[config.mk]
export PLATFORM = sky130hd
export DESIGN_NAME = tdm_demux
export DESIGN_NICKNAME = d
export VERILOG_FILES = /design/src/rtl/tdm_pkg.sv /design/src/rtl/tdm_demux_slot_decoder.sv /design/src/rtl/tdm_demux.sv
export SDC_FILE = /design/constraint.sdc
export NUM_CORES = 1
export LEC_CHECK = 0
export ABC_AREA = 1
export CAP_MARGIN = 10
export CORE_ASPECT_RATIO = 1.2
export CORE_MARGIN = 4
export CORE_UTILIZATION = 35
export CTS_CLUSTER_DIAMETER = 30
export DETAILED_ROUTE_END_ITERATION = 16
export GPL_ROUTABILITY_DRIVEN = 0
export PLACE_DENSITY = 0.67
export SYNTH_ARGS = -nofsm -noshare
export SYNTH_HDL_FRONTEND = slang
export SYNTH_SLANG_ARGS = --single-unit
[constraint.sdc]
create_clock -name clk -period 3.08 [get_ports clk]
set_input_delay 0.616 -clock clk [delete_from_list [all_inputs] [get_ports clk]]
set_output_delay 0.616 -clock clk [all_outputs]
set_load 0.01 [all_outputs]
[src/rtl/tdm_pkg.sv]
// Shared TDM framing definitions.
// Used by both the receive demux and the transmit-side mux.
package tdm_pkg;

  typedef enum logic {
    HUNT = 1'b0,
    LOCK = 1'b1
  } tdm_state_e;

  localparam int DEF_WIDTH = 8;
  localparam int DEF_NCH   = 4;

endpackage

[src/rtl/tdm_demux_slot_decoder.sv]
// Slot index to one-hot channel enable decoder.
// Purely combinational; all outputs low when en is low.
module slot_decoder #(
  parameter int NCH = 4,
  parameter int SW  = $clog2(NCH)
) (
  input  logic [SW-1:0]  sel_i,
  input  logic           en_i,
  output logic [NCH-1:0] onehot_o
);

  always_comb begin
    onehot_o = '0;
    for (int k = 0; k < NCH; k++) begin
      onehot_o[k] = en_i && (sel_i == SW'(k));
    end
  end

endmodule

[src/rtl/tdm_demux.sv]
// TDM receive demultiplexer with sync-qualified frame lock.
// Slot beats are steered into per-channel registers.
module tdm_demux
  import tdm_pkg::*;
#(
  parameter int WIDTH = DEF_WIDTH,
  parameter int NCH   = DEF_NCH
) (
  input  logic               clk,
  input  logic               rst_n,
  input  logic [WIDTH-1:0]   din,
  input  logic               din_valid,
  input  logic               sync,
  output logic [NCH*WIDTH-1:0] ch_data,
  output logic [NCH-1:0]     ch_valid,
  output logic               frame_done,
  output logic               locked,
  output logic               sync_err
);

  localparam int SW = $clog2(NCH);
  localparam logic [SW-1:0] LAST = SW'(NCH - 1);
  localparam logic [SW-1:0] ONE  = SW'(1);

  tdm_state_e           state_q, state_d;
  logic [SW-1:0]        slot_q, slot_d;
  logic [NCH*WIDTH-1:0] ch_data_q;
  logic [NCH-1:0]       ch_valid_q;
  logic                 fdone_q, fdone_d;
  logic                 serr_q, serr_d;
  logic                 wr_en;
  logic [SW-1:0]        wr_slot;
  logic [NCH-1:0]       wr_oh;

  always_comb begin
    state_d = state_q;
    slot_d  = slot_q;
    fdone_d = 1'b0;
    serr_d  = 1'b0;
    wr_en   = 1'b0;
    wr_slot = slot_q;
    if (din_valid) begin
      unique case (state_q)
        HUNT: begin
          if (sync) begin
            wr_en   = 1'b1;
            wr_slot = '0;
            slot_d  = ONE;
            state_d = LOCK;
          end
        end
        LOCK: begin
          if (sync && slot_q != '0) begin
            serr_d  = 1'b1;
            wr_en   = 1'b1;
            wr_slot = '0;
            slot_d  = ONE;
          end else if (!sync && slot_q == '0) begin
            serr_d  = 1'b1;
            state_d = HUNT;
          end else begin
            wr_en   = 1'b1;
            fdone_d = (slot_q == LAST);
            slot_d  = (slot_q == LAST) ? '0 : slot_q + ONE;
          end
        end
        default: state_d = HUNT;
      endcase
    end
  end

  slot_decoder #(
    .NCH(NCH),
    .SW (SW)
  ) u_dec (
    .sel_i   (wr_slot),
    .en_i    (wr_en),
    .onehot_o(wr_oh)
  );

  always_ff @(posedge clk or negedge rst_n) begin
    if (!rst_n) begin
      state_q    <= HUNT;
      slot_q     <= '0;
      ch_data_q  <= '0;
      ch_valid_q <= '0;
      fdone_q    <= 1'b0;
      serr_q     <= 1'b0;
    end else begin
      state_q    <= state_d;
      slot_q     <= slot_d;
      ch_valid_q <= wr_oh;
      fdone_q    <= fdone_d;
      serr_q     <= serr_d;
      for (int k = 0; k < NCH; k++) begin
        if (wr_oh[k]) ch_data_q[k*WIDTH +: WIDTH] <= din;
      end
    end
  end

  assign ch_data    = ch_data_q;
  assign ch_valid   = ch_valid_q;
  assign frame_done = fdone_q;
  assign sync_err   = serr_q;
  assign locked     = (state_q == LOCK);

endmodule

Yosys cells after proc, flatten, opt, wreduce, memory -nomap -nowiden
Cells that the tools add are included.

Register bits after elaboration: 41. Input port bits: 12.

$add $sub $neg: 1. Equality and inequality tests: 6. Multiplexer cells: 22. Bitwise logic cells: 1. Reductions and logical operators: 11.

Operator list (count): 2-bit two-way mux (7); 1-bit two-way mux (12); 2-bit case mux with 2 select lines (2); 2-bit equality test, second input constant (3); 1-bit logical AND (6); 2-bit logical NOT (2); 3-bit != test, second input constant (1); 3-bit AND reduction (1); 2-bit by 1-bit adder with 2-bit output, second input constant (1); 2-bit by 1-bit equality test with 1-bit output, second input constant (1); 2-bit != test, second input constant (1); 1-bit case mux with 2 select lines (1); 2-bit nonzero test (1); 1-bit logical NOT (1); 1-bit inverter (1).

Longest topological paths before layout
Gate-level depths: netlist (run 1).

Depth after elaboration: 7. Gate-level depth with buffers: 12.

Hierarchy
A second synthesis (run 1) with hierarchy kept.

Cells, all modules: 121. Area total of the unflattened synthesis: 1682.9 sq um.

Modules (own cells, without submodules): tdm_demux (instances 1, cells each 113, area an instance 1652.8 sq um, seq. area each 1026.0 sq um); slot_decoder (instances 1, cells each 8, area an instance 30.0 sq um, seq. area each 0.0 sq um).

Worst setup path before layout (run 1)
OpenSTA, ideal clock, no wires.

Path type: reg2reg. Start: reg slot_q[1]. End: reg ch_data_q[12] (netlist: ch_data[12]). Arrival time: 1.798 ns. Data required time: 2.960 ns. Slack: 1.162 ns. Stages on the path, launching flop included: 11. Buffers on the path: 2. Clock period less this slack: 1.918 ns. Cells stage by stage: dfrtp_1 > inv_1 > buf_6 > ha_1 > inv_1 > ha_1 > nor2_8 > nand4_4 > buf_6 > o21ai_1 > nand2_1.

Cells in the longest elaborated chain, start to end: 7. Elaborated cells on any way between the ends: 14. Classes of those cells: 1 x eq/ne; 8 x mux; 5 x reduce/logical.

RTL lines: start, declared (RTL line tdm_demux.sv:26) `logic [SW-1:0] slot_q, slot_d;`; start signal, assigned (RTL line tdm_demux.sv:91) `slot_q <= slot_d;`; 2-bit nonzero test or 2-bit logical NOT (tied branches) (RTL line tdm_demux.sv:53, tdm_demux.sv:58); 1-bit logical AND (on tied branches) (RTL line tdm_demux.sv:53, tdm_demux.sv:58); 2-bit two-way mux or 1-bit two-way mux (tied branches) (RTL line tdm_demux.sv:53, tdm_demux.sv:58); 2-bit case mux with 2 select lines or 1-bit two-way mux (tied branches) (RTL line tdm_demux.sv:43, tdm_demux.sv:53); 2-bit two-way mux or 1-bit case mux with 2 select lines (tied branches) (RTL line tdm_demux.sv:42, tdm_demux.sv:43); 2-bit by 1-bit equality test with 1-bit output or 1-bit two-way mux (tied branches) (RTL line tdm_demux_slot_decoder.sv:15, tdm_demux.sv:42); 1-bit logical AND (*) (RTL line tdm_demux_slot_decoder.sv:15) `onehot_o[k] = en_i && (sel_i == SW'(k));`; end signal, assigned by index (RTL line tdm_demux.sv:96) `if (wr_oh[k]) ch_data_q[k*WIDTH +: WIDTH] <= din;`; end, declared (RTL line tdm_demux.sv:27) `logic [NCH*WIDTH-1:0] ch_data_q;`.

Mark *: on every way between the ends. The rest lies on a longest branch, timed or not. A chain may end at the register's enable or synchronous reset.

Worst setup path after layout (run 1)
Start: reg slot_q[1]. End: reg ch_data_q[0] (netlist: ch_data[0]).

Cells in the longest elaborated chain, start to end: 7. Elaborated cells on any way between the ends: 14. Classes of those cells: 8 x mux; 6 x reduce/logical.

RTL lines (RTL line): 2-bit logical NOT or 2-bit nonzero test (tied branches) (tdm_demux.sv:58, tdm_demux.sv:53); 1-bit logical AND (on tied branches) (tdm_demux.sv:58, tdm_demux.sv:53); 1-bit two-way mux or 2-bit two-way mux (tied branches) (tdm_demux.sv:58, tdm_demux.sv:53); 1-bit two-way mux or 2-bit case mux with 2 select lines (tied branches) (tdm_demux.sv:53, tdm_demux.sv:43); 1-bit case mux with 2 select lines or 2-bit two-way mux (tied branches) (tdm_demux.sv:43, tdm_demux.sv:42); 1-bit two-way mux or 2-bit logical NOT (tied branches) (tdm_demux.sv:42, tdm_demux_slot_decoder.sv:15); 1-bit logical AND (*) (tdm_demux_slot_decoder.sv:15).

Marks and branches as above.

==> impl_summary.txt, run 1 <==
----------------------------------------------------
[Status]
  Run status ... finished, final reports clean

[Route]
  Total met2 wirelength after detailed routing ... 1.96 mm
  Total number of vias ... approximately 1500
  Total DRC errors in the routed layout ... 0
  DRT Wirelength ... roughly 4.3 mm
  Number of iterations in the first detailed-routing pass ... 4
  Number of DRC markers after the initial detailed-route iteration ... a little under 100
  Remaining antenna violation count after routing ... 0
  DRT met1 WL ... 1.94 mm
  Vias per cell ... 4.83
  Detailed-route wire length per cell ... around 14 um
  Highest metal layer with signal wires ... met4
  WL met3 ... approximately 340 um

[Die]
  Effective utilization at floorplan ... around 37%
  Placeable Area ... between 5000 and 6000 um2
  # rows ... 28
  Die area ... 6550 um2
  Floorplan die height ... around 88 um
  Number of primary I/O pins ... between 50 and 60
  Die W ... approximately 75 um

[Worst setup path]
  Crit Reg-Reg Endpoint ... ch_data[0]
  Critical path type ... reg2reg
  R2r setup slk ... 0.72 ns
  Family of cells with the greatest summed delay on the critical path ... flip-flops
  Startpoint kind of the worst setup timing path ... register
  Slowest stage delay, CP ... just under 0.8 ns
  Combined buffer and inverter count along the critical path ... 3
  Maximum net fanout on the critical path ... 14
  Slowest cell on the critical path ... dfrtp_1
  Critical Path Sink Type ... register
  Worst EP required ... 3.26 ns
  Critical register-to-register path startpoint ... slot_q[1]
  Crit path arrival time ... approximately 2.5 ns
  Critical-path cell list ... inv_1 -> ha_1 -> inv_1 -> ha_1 -> inv_1 -> nand2_1 -> nand2_2 -> o21ai_2 -> nand2_4 -> nand2_1 -> nand2_1
  Length in cells of the worst reg-to-reg path ... 11

[Synth]
  Synth top area share ... 55.1%
  Most area-hungry cell type in the Yosys netlist ... dfrtp_1
  Most frequently used cell type in the post-synthesis netlist ... nand2_1
  Async set or reset register ratio after synthesis ... 100%
  EDFF count, synth ... 0
  Total nets after synthesis ... 209
  Number of synthesis warnings ... 0
  Synth Register Bits ... 41
  Area of the mapped netlist ... around 1900 um2
  Top cells by area in the synthesized netlist ... dfrtp_1 (55%), nand2_1 (13%), ha_1 (3.4%)
  Ys flop type ... dfrtp_1
  Unique cell type count in the Yosys netlist ... 21
  Synthesized instance count ... roughly 190
  Seq/Total Area, Yosys ... 55.1%
  Cell types with the highest counts after synthesis ... nand2_1 (64), dfrtp_1 (41), inv_1 (15), o21ai_0 (10), nand3_1 (9)
  Mean instance size in the synthesized netlist ... roughly 9.7 um2

[Clock tree]
  CTS root buffer ... clkbuf_8
  Number of buffers inserted by post-CTS setup repair ... 0
  Clock sink count ... between 40 and 50
  CTS tree ... done
  Clock latency of the later-clocked register in the worst-skew pair ... 0.29 ns
  Deepest clock path buffer count ... 2
  Clock transition time at the flip-flop clock pins of the worst setup and hold paths ... 0.08 ns
  H-tree lvl count ... 2
  CTS Hold Bufs ... 0
  Post-CTS sizing ... 0
  CTS buffer count ... 5

[STA]
  Timing-limited maximum frequency ... 0.424 GHz
  Unrepaired setup endpoints after global routing ... no
  Post-route minimum period ... 2.36 ns
  Relative slew slack ... 39.4%
  Final hold violation count ... 0
  Slew of the pin with the lowest slew margin ... between 0.9 and 1 ns
  Setup clock skew after layout ... 0.00902 ns
  Final Worst Setup Slack ... 0.724 ns
  Final-report setup violation count ... 0
  Max-slew violation count ... 0
  Final period utilization ... approximately 76%
  Total Neg Setup Slack ... 0 ns

[Run]
  # Max-Cap Violations ... 0

[Pwr]
  IR Drop Worst-Case VDD ... between 0.4 and 0.5 mV
  Power density normalized to cell area ... around 1000 nW/um2
  LEAKAGE ... 1.19 nW

[Global route]
  Number of global-route vias before repair ... between 1000 and 1500
  Remaining global-route overflow ... 0
  Maximum number of pins on one net before global-route repair ... 42
  Wire length of the first global-routing pass ... approximately 7.1 mm
  Global router's overall resource usage ... approximately 15%
  Number of antenna violations at the first check in global routing ... 0

[Cells and area]
  Area growth syn-to-layout ... 33.8%
  Count of antenna diodes in the layout ... 0
  Fraction of final layout cells with drive strength greater than 1 ... between 10% and 20%
  Nets ... between 200 and 300

[Placement]
  Pre-CTS worst setup slack ... ~0.7 ns
  Detailed Place HPWL ... 3.06 mm
  Quantity of I/O buffers inserted on ports ... 50

[Hold path]
  Worst min-delay path category ... in2async

----------------------------------------------------
flip-flops by register name (all words and copies together), names as in the netlist:
| signal | flops |
|---|---|
| ch_data | 32 |
| ch_valid | 4 |
| slot_q | 2 |
| frame_done | 1 |
| locked | 1 |
| sync_err | 1 |
kinds of logic after synthesis:
family,Yosys count,share of synthesized area (%)
flops,41,55.1
compound gates,30,10.6
fa+ha+maj,5,3.36
buf+inv,22,6.12
simple gates,94,24.8
per-stage QoR:
step	hold slack (ns)	power, W	area [um2]	std cells	utilization [%]
after floorplan	0.320	0.00156	1860	192	-
after global placement	0.463	0.00212	2390	298	47.3
after detailed placement	0.463	0.00214	2390	298	47.3
after CTS	0.480	0.00253	2490	306	49.4
after global routing	0.497	0.00270	2490	306	49.4
final	0.448	0.00250	2490	306	49.4
routing by layer:
| metal | global-route usage, % | up-vias |
|---|---|---|
| met5 | 0 | - |
| met3 | 4.48 | 8 |
| met4 | 5.50 | 0 |
| met1 | 20.1 | 690 |
| li1 | - | 730 |
| met2 | 21.3 | 50 |
layout by cell type (no fill, tap or decap), types with 6 or more instances in the layout:
| cell | synthesis | layout |
|---|---|---|
| nand2_1 | 64 | 64 |
| nand4_1 | 8 | 8 |
| nand3_1 | 9 | 9 |
| o21bai_1 | 8 | 8 |
| dfrtp_1 | 41 | 41 |
| inv_1 | 15 | 15 |
| o21ai_0 | 10 | 10 |
| clkdlybuf4s50_1 | 0 | 49 |
| clkbuf_8 | 0 | 7 |
| o21ai_2 | 6 | 6 |
how the worst max path moves through the flow:
stage,slack [ns],endpoint,cells after the start,startpoint
6_report,0.72,ch_data[0],11,slot_q[1]
5_1_grt,0.49,ch_data[1],11,slot_q[1]
4_1_cts,0.70,ch_data[7],11,slot_q[1]
3_5_place_dp,0.69,ch_data[29],8,sync
3_3_place_gp,0.74,ch_data[1],9,sync
2_1_floorplan,1.16,ch_data[12],10,slot_q[1]
layout make-up:
type                    instances  area, um2
clock buffers                   7       96.3
clock inverters                 1       5.00
fillers                       482       2550
inverters                      17       63.8
multi-input cells             129        721
flip-flops and latches         41       1030
well taps                      60       75.1
repair buffers                 51        503
power by group:
group	internal, W	leakage (nW)	switching (W)
clock	0.000203	0.0542	0.000185
combinational	0.000584	0.626	0.000581
sequential	0.000774	0.513	0.000177
No activity file was read; power rests on OpenSTA's default activity.
==> run 2, diff against run 1 <==
- PLACE_DENSITY: 0.67 -> 0.7
- clock period: 3.08 -> 1.9 ns (I/O delays scaled with it)
==> impl_summary.txt, run 2 (synthesized netlist as in run 1, its figures left out) <==
----------------------------------------------------
[Status]
  Run status ... finished, final reports clean

[Pwr]
  IR Drop Worst-Case VDD ... 0.668 mV (+42%)
  Power density normalized to cell area ... 1590 nW/um2 (+58%)
  LEAKAGE ... 1.26 nW (+5.6%)

[STA]
  Post-route minimum period ... 1.73 ns (-0.630 ns)
  Timing-limited maximum frequency ... 0.580 GHz (+37%)
  Max-slew violation count ... 0 (unchanged)
  Setup clock skew after layout ... 0.00693 ns (-0.00209 ns)
  Final hold violation count ... 0 (unchanged)
  Worst hold margin ... 0.0126 ns (-0.436 ns)
  Unrepaired setup endpoints after global routing ... no
  Relative slew slack ... 71.5% (+32 points)
  Final period utilization ... 90.8% (+14 points)
  Slew of the pin with the lowest slew margin ... 0.428 ns (-0.481 ns)
  Total Neg Setup Slack ... 0 ns (unchanged)
  Final-report setup violation count ... 0 (unchanged)

[Cells and area]
  Area growth syn-to-layout ... 41.5%
  Leading cell type in the layout, fill and taps excluded ... nand2_1
  Multi-input gate area ... 754 um2 (+4.7%)
  Commonest cells after routing, fill and taps aside ... nand2_1 (62), clkdlybuf4s50_1 (49), dfrtp_1 (41), inv_1 (13)
  Fraction of final layout cells with drive strength greater than 1 ... 17.8% (+6.0 points)
  Area taken by flip-flops and latches ... 1030 um2 (unchanged)
  # fillers ... 495 (+2.7%)
  Nets ... 275 (+5.0%)
  Count of antenna diodes in the layout ... 0 (unchanged)
  Number of flip-flops in the largest register ... 32 (unchanged)

[Clock tree]
  CTS tree ... done
  Deepest clock path buffer count ... 2 (unchanged)
  CTS Hold Bufs ... 0 (unchanged)
  Clock latency of the later-clocked register in the worst-skew pair ... 0.29 ns (about the same)
  Clock transition time at the flip-flop clock pins of the worst setup and hold paths ... 0.08 ns (about the same)
  Clock sink count ... 41 (unchanged)
  CTS root buffer ... clkbuf_8
  Number of buffers inserted by post-CTS setup repair ... 0 (unchanged)
  Post-CTS sizing ... 0 (unchanged)
  H-tree lvl count ... 2 (unchanged)
  CTS buffer count ... 5 (unchanged)

[Route]
  Detailed-route wire length per cell ... 14.0 um (-0.80%)
  Number of iterations in the first detailed-routing pass ... 4 (unchanged)
  Total DRC errors in the routed layout ... 0 (unchanged)
  Number of DRC markers after the initial detailed-route iteration ... 108 (+11%)
  Total number of vias ... 1506 (+1.9%)
  Vias per cell ... 4.72 (-2.3%)
  Remaining antenna violation count after routing ... 0 (unchanged)
  DRT Wirelength ... 4.46 mm (+3.4%)

[Worst setup path]
  Startpoint kind of the worst setup timing path ... register
  Worst EP required ... 2.13 ns (-1.13 ns)
  Length in cells of the worst reg-to-reg path ... 10 (-1)
  Maximum net fanout on the critical path ... 19 (+5)
  Critical register-to-register path startpoint ... slot_q[0]
  Launch point of the worst path ... slot_q[0]
  Critical Path Sink Type ... register
  Critical path type ... reg2reg
  Crit path arrival time ... 1.95 ns (-0.59 ns)

[Global route]
  Global router's overall resource usage ... 15.1% (+0.57 points)
  Met2 track demand over resource in global routing ... 23.7% (+2.3 points)
  Number of antenna violations at the first check in global routing ... 0 (unchanged)
  Maximum number of pins on one net before global-route repair ... 25 (-40%)
  Met1 routing resource usage after global routing ... 20.2% (+0.10 points)
  Wire length of the first global-routing pass ... 7.50 mm (+5.1%)
  Remaining global-route overflow ... 0 (unchanged)
  Most Crowded Layer GR ... met2
  Met3 usage in global routing ... 4.59% (+0.11 points)
  Number of global-route vias before repair ... 1553 (+7.0%)

[Placement]
  Quantity of I/O buffers inserted on ports ... 50 (unchanged)
  Detailed Place HPWL ... 3.23 mm (+5.5%)

[Die]
  Placeable Area ... 5040 um2 (unchanged)
  Die area ... 6550 um2 (unchanged)
  # rows ... 28 (unchanged)
  Number of primary I/O pins ... 51 (unchanged)
  Floorplan die height ... 87.9 um (unchanged)
  Die W ... 74.6 um (unchanged)
  Effective utilization at floorplan ... 36.9% (unchanged)

[Run]
  # Max-Cap Violations ... 0 (unchanged)

[Hold path]
  Worst min-delay path category ... in2async

----------------------------------------------------
[run 2: changes by cell type in the layout (fill, tap and decap cells not counted), sizes merged]
cell and change:
clkinv +1, nor2 +1, buf +12, clkbuf -1
[run 2: layout make-up]
type / count / share of cell area (%)
well taps: 60 / 2.85
repair buffers: 63 / 24.0
clock inverters: 2 / 0.380
clock buffers: 6 / 2.76
inverters: 17 / 2.42
flip-flops and latches: 41 / 39.0
multi-input cells: 130 / 28.7
[run 2: final timing paths]
check	endpoint	slack (ns)
max in group asynchronous	ch_data[22]	1.41
max reg2reg	ch_data[8]	0.17
min	slot_q[1]	0.01
max	ch_data[8]	0.17
min in group clk	ch_data[7]	0.48
min reg2reg	ch_data[7]	0.48
[run 2: per-stage QoR]
stage | setup slack, ns | total power [W] | instance area, um2 | std cells | util, %
5_1_grt | 0.0253 | 0.00451 | 2630 | 319 | 52.2
4_1_cts | 0.0159 | 0.00419 | 2600 | 318 | 51.5
6_report | 0.175 | 0.00419 | 2630 | 319 | 52.2
3_3_place_gp | -0.0805 | 0.00359 | 2520 | 310 | 49.9
2_1_floorplan | 0.0327 | 0.00253 | 1860 | 192 | -
3_5_place_dp | -0.117 | 0.00363 | 2520 | 310 | 49.9
[run 2: layer usage]
metal / wire length [um] / share of wire (%)
met3: 259 / 5.8
met1: 2080 / 47
met2: 2040 / 46
met5: 0 / 0
met4: 74 / 1.7
[run 2: power by group]
group	total (W)	switching, W	internal (W)	leakage, nW
logic	0.00216	0.00108	0.00109	0.703
clock network	0.000544	0.000289	0.000254	0.0450
registers	0.00148	0.000223	0.00126	0.513
[run 2: critical path, stage by stage, from the launching register on]
cell and delay (ns):
dfrtp_1 0.39, inv_2 0.09, ha_1 0.19, inv_1 0.05
ha_2 0.20, nor2_8 0.13, nand4_4 0.10, buf_12 0.17
nor2_4 0.18, nand2_1 0.07, nand2_1 0.08
==> run 3, diff against run 2 <==
- REMOVE_ABC_BUFFERS: default -> 1
==> impl_summary.txt, run 3 (synthesized netlist as in run 1, its figures left out) <==
----------------------------------------------------
[Status]
  Run status ... finished, final reports clean

[Pwr]
  LEAKAGE ... 1.25 nW (-0.56%)
  Power density normalized to cell area ... 1620 nW/um2 (+1.9%)
  IR Drop Worst-Case VDD ... 0.742 mV (+11%)
  Power, Total ... 0.00427 W (+1.9%)

[Global route]
  Number of global-route vias before repair ... 1542 (-0.71%)
  Wire length of the first global-routing pass ... 7.53 mm (+0.36%)
  Maximum number of pins on one net before global-route repair ... 42 (+68%)
  Global router's overall resource usage ... 15.1% (about the same)
  Number of antenna violations at the first check in global routing ... 0 (unchanged)
  Remaining global-route overflow ... 0 (unchanged)

[Route]
  Remaining antenna violation count after routing ... 0 (unchanged)
  Vias per cell ... 4.75 (+0.66%)
  Total DRC errors in the routed layout ... 0 (unchanged)
  Total number of vias ... 1516 (+0.66%)
  DRT Wirelength ... 4.53 mm (+1.6%)
  Number of DRC markers after the initial detailed-route iteration ... 61 (-44%)
  Detailed-route wire length per cell ... 14.2 um (+1.6%)
  Number of iterations in the first detailed-routing pass ... 4 (unchanged)

[Worst setup path]
  Maximum net fanout on the critical path ... 8 (-11)
  Length in cells of the worst reg-to-reg path ... 10 (unchanged)
  Critical Path Sink Type ... register
  Launch point of the worst path ... slot_q[0]
  Slowest stage delay, CP ... 0.40 ns (about the same)
  Crit path arrival time ... 1.96 ns (about the same)
  Critical-path cell list ... inv_2 -> ha_1 -> inv_1 -> ha_2 -> inv_1 -> nand2_1 -> buf_4 -> a21oi_4 -> nand4_1 -> nand2_1
  Critical register-to-register path startpoint ... slot_q[0]
  Startpoint kind of the worst setup timing path ... register
  Slowest cell on the critical path ... dfrtp_1
  Critical path type ... reg2reg
  Worst EP required ... 2.13 ns (about the same)

[Clock tree]
  H-tree lvl count ... 2 (unchanged)
  Clock latency of the later-clocked register in the worst-skew pair ... 0.30 ns (about the same)
  CTS root buffer ... clkbuf_8
  Clock transition time at the flip-flop clock pins of the worst setup and hold paths ... 0.09 ns (about the same)
  Clock sink count ... 41 (unchanged)
  Deepest clock path buffer count ... 2 (unchanged)
  CTS tree ... done
  CTS buffer count ... 5 (unchanged)
  CTS Hold Bufs ... 0 (unchanged)

[Run]
  # Max-Cap Violations ... 0 (unchanged)

[Placement]
  Detailed Place HPWL ... 3.24 mm (+0.31%)
  Quantity of I/O buffers inserted on ports ... 50 (unchanged)

[Die]
  # rows ... 28 (unchanged)
  Die area ... 6550 um2 (unchanged)
  Effective utilization at floorplan ... 36.9% (unchanged)
  Number of primary I/O pins ... 51 (unchanged)
  Die W ... 74.6 um (unchanged)
  Placeable Area ... 5040 um2 (unchanged)
  Floorplan die height ... 87.9 um (unchanged)

[Cells and area]
  Post-layout utilization of the core ... 52.2% (about the same)
  Number of flip-flops in the largest register ... 32 (unchanged)
  Fraction of final layout cells with drive strength greater than 1 ... 17.0% (-0.77 points)
  Area growth syn-to-layout ... 41.4% (about the same)
  # fillers ... 500 (+1.0%)
  Nets ... 275 (unchanged)
  Count of antenna diodes in the layout ... 0 (unchanged)
  Commonest cells after routing, fill and taps aside ... nand2_1 (63), clkdlybuf4s50_1 (49), dfrtp_1 (41), inv_1 (14), buf_4 (11)
  Leading cell type in the layout, fill and taps excluded ... nand2_1

[STA]
  Slew of the pin with the lowest slew margin ... 0.522 ns (+0.0942 ns)
  Post-route minimum period ... 1.73 ns (+0.00590 ns)
  Worst hold margin ... 0.143 ns (+0.131 ns)
  Relative slew slack ... 65.2% (-6.3 points)
  Final hold violation count ... 0 (unchanged)
  Unrepaired setup endpoints after global routing ... no
  Final period utilization ... 91.1% (+0.31 points)
  Final-report setup violation count ... 0 (unchanged)
  Max-slew violation count ... 0 (unchanged)
  Setup clock skew after layout ... 0.0130 ns (+0.00604 ns)
  Timing-limited maximum frequency ... 0.578 GHz (-0.34%)

[Hold path]
  Worst min-delay path category ... in2async

----------------------------------------------------
==> run 3: path summary, 6_finish.rpt <==
path / end / slack, ns
max in group asynchronous: ch_data[20] / 1.39
worst max register to register: ch_data[21] / 0.17
min in group clk: ch_data[0] / 0.48
worst max-delay path: ch_data[21] / 0.17
worst min register to register: ch_data[0] / 0.48
worst min-delay path: ch_data[15] / 0.14
==> run 3: area by class of cell <==
class                   count  area (um2)  area share (%)
flip-flops and latches     41        1030            39.0
multi-input cells         129         741            28.2
well taps                  60        75.1            2.85
clock buffers               6        72.6            2.76
inverters                  17        63.8            2.43
clock inverters             2        15.0           0.571
repair buffers             64         638            24.3
==> run 3: routing by layer <==
metal | share of wire (%) | vias to the layer above | wire, um | GRT usage, %
met4 | 1.7 | 0 | 78 | 5.02
li1 | - | 752 | - | -
met3 | 6.6 | 8 | 299 | 4.02
met5 | 0 | - | 0 | 0
met2 | 46 | 56 | 2060 | 23.3
met1 | 46 | 700 | 2090 | 20.7
==> run 3: timing repair <==
action,in CTS,in global routing
hold endpoints to repair,0,0
gates resized for setup,1,4
pin swaps,0,4
setup buffers,0,0
setup endpoints to repair,2,18
==> run 3: critical path, delay by kind of cell (launching register included) <==
family	cells	cell delay, ns
AO/OA/AOI/OAI	1	0.21
AND/OR/NAND/NOR	3	0.32
buffers and inverters	4	0.36
flip-flops	1	0.40
adder cells (fa/ha/maj)	2	0.38
==> run 3: metrics by stage <==
step / instances / setup slack, ns / area [um2] / setup TNS, ns
2_1_floorplan: 187 / -0.349 / 1810 / -10.60
3_3_place_gp: 311 / -0.115 / 2520 / -1.68
3_5_place_dp: 311 / -0.169 / 2520 / -2.38
4_1_cts: 319 / 0.0608 / 2620 / 0
5_1_grt: 319 / 0.00646 / 2630 / 0
6_report: 319 / 0.169 / 2630 / 0
==> run 3: power by group <==
group	leakage, nW	internal [W]	switching, W
registers	0.513	0.00126	0.000222
logic	0.703	0.00113	0.00109
clock network	0.0374	0.000259	0.000315
total	1.25	0.00264	0.00162
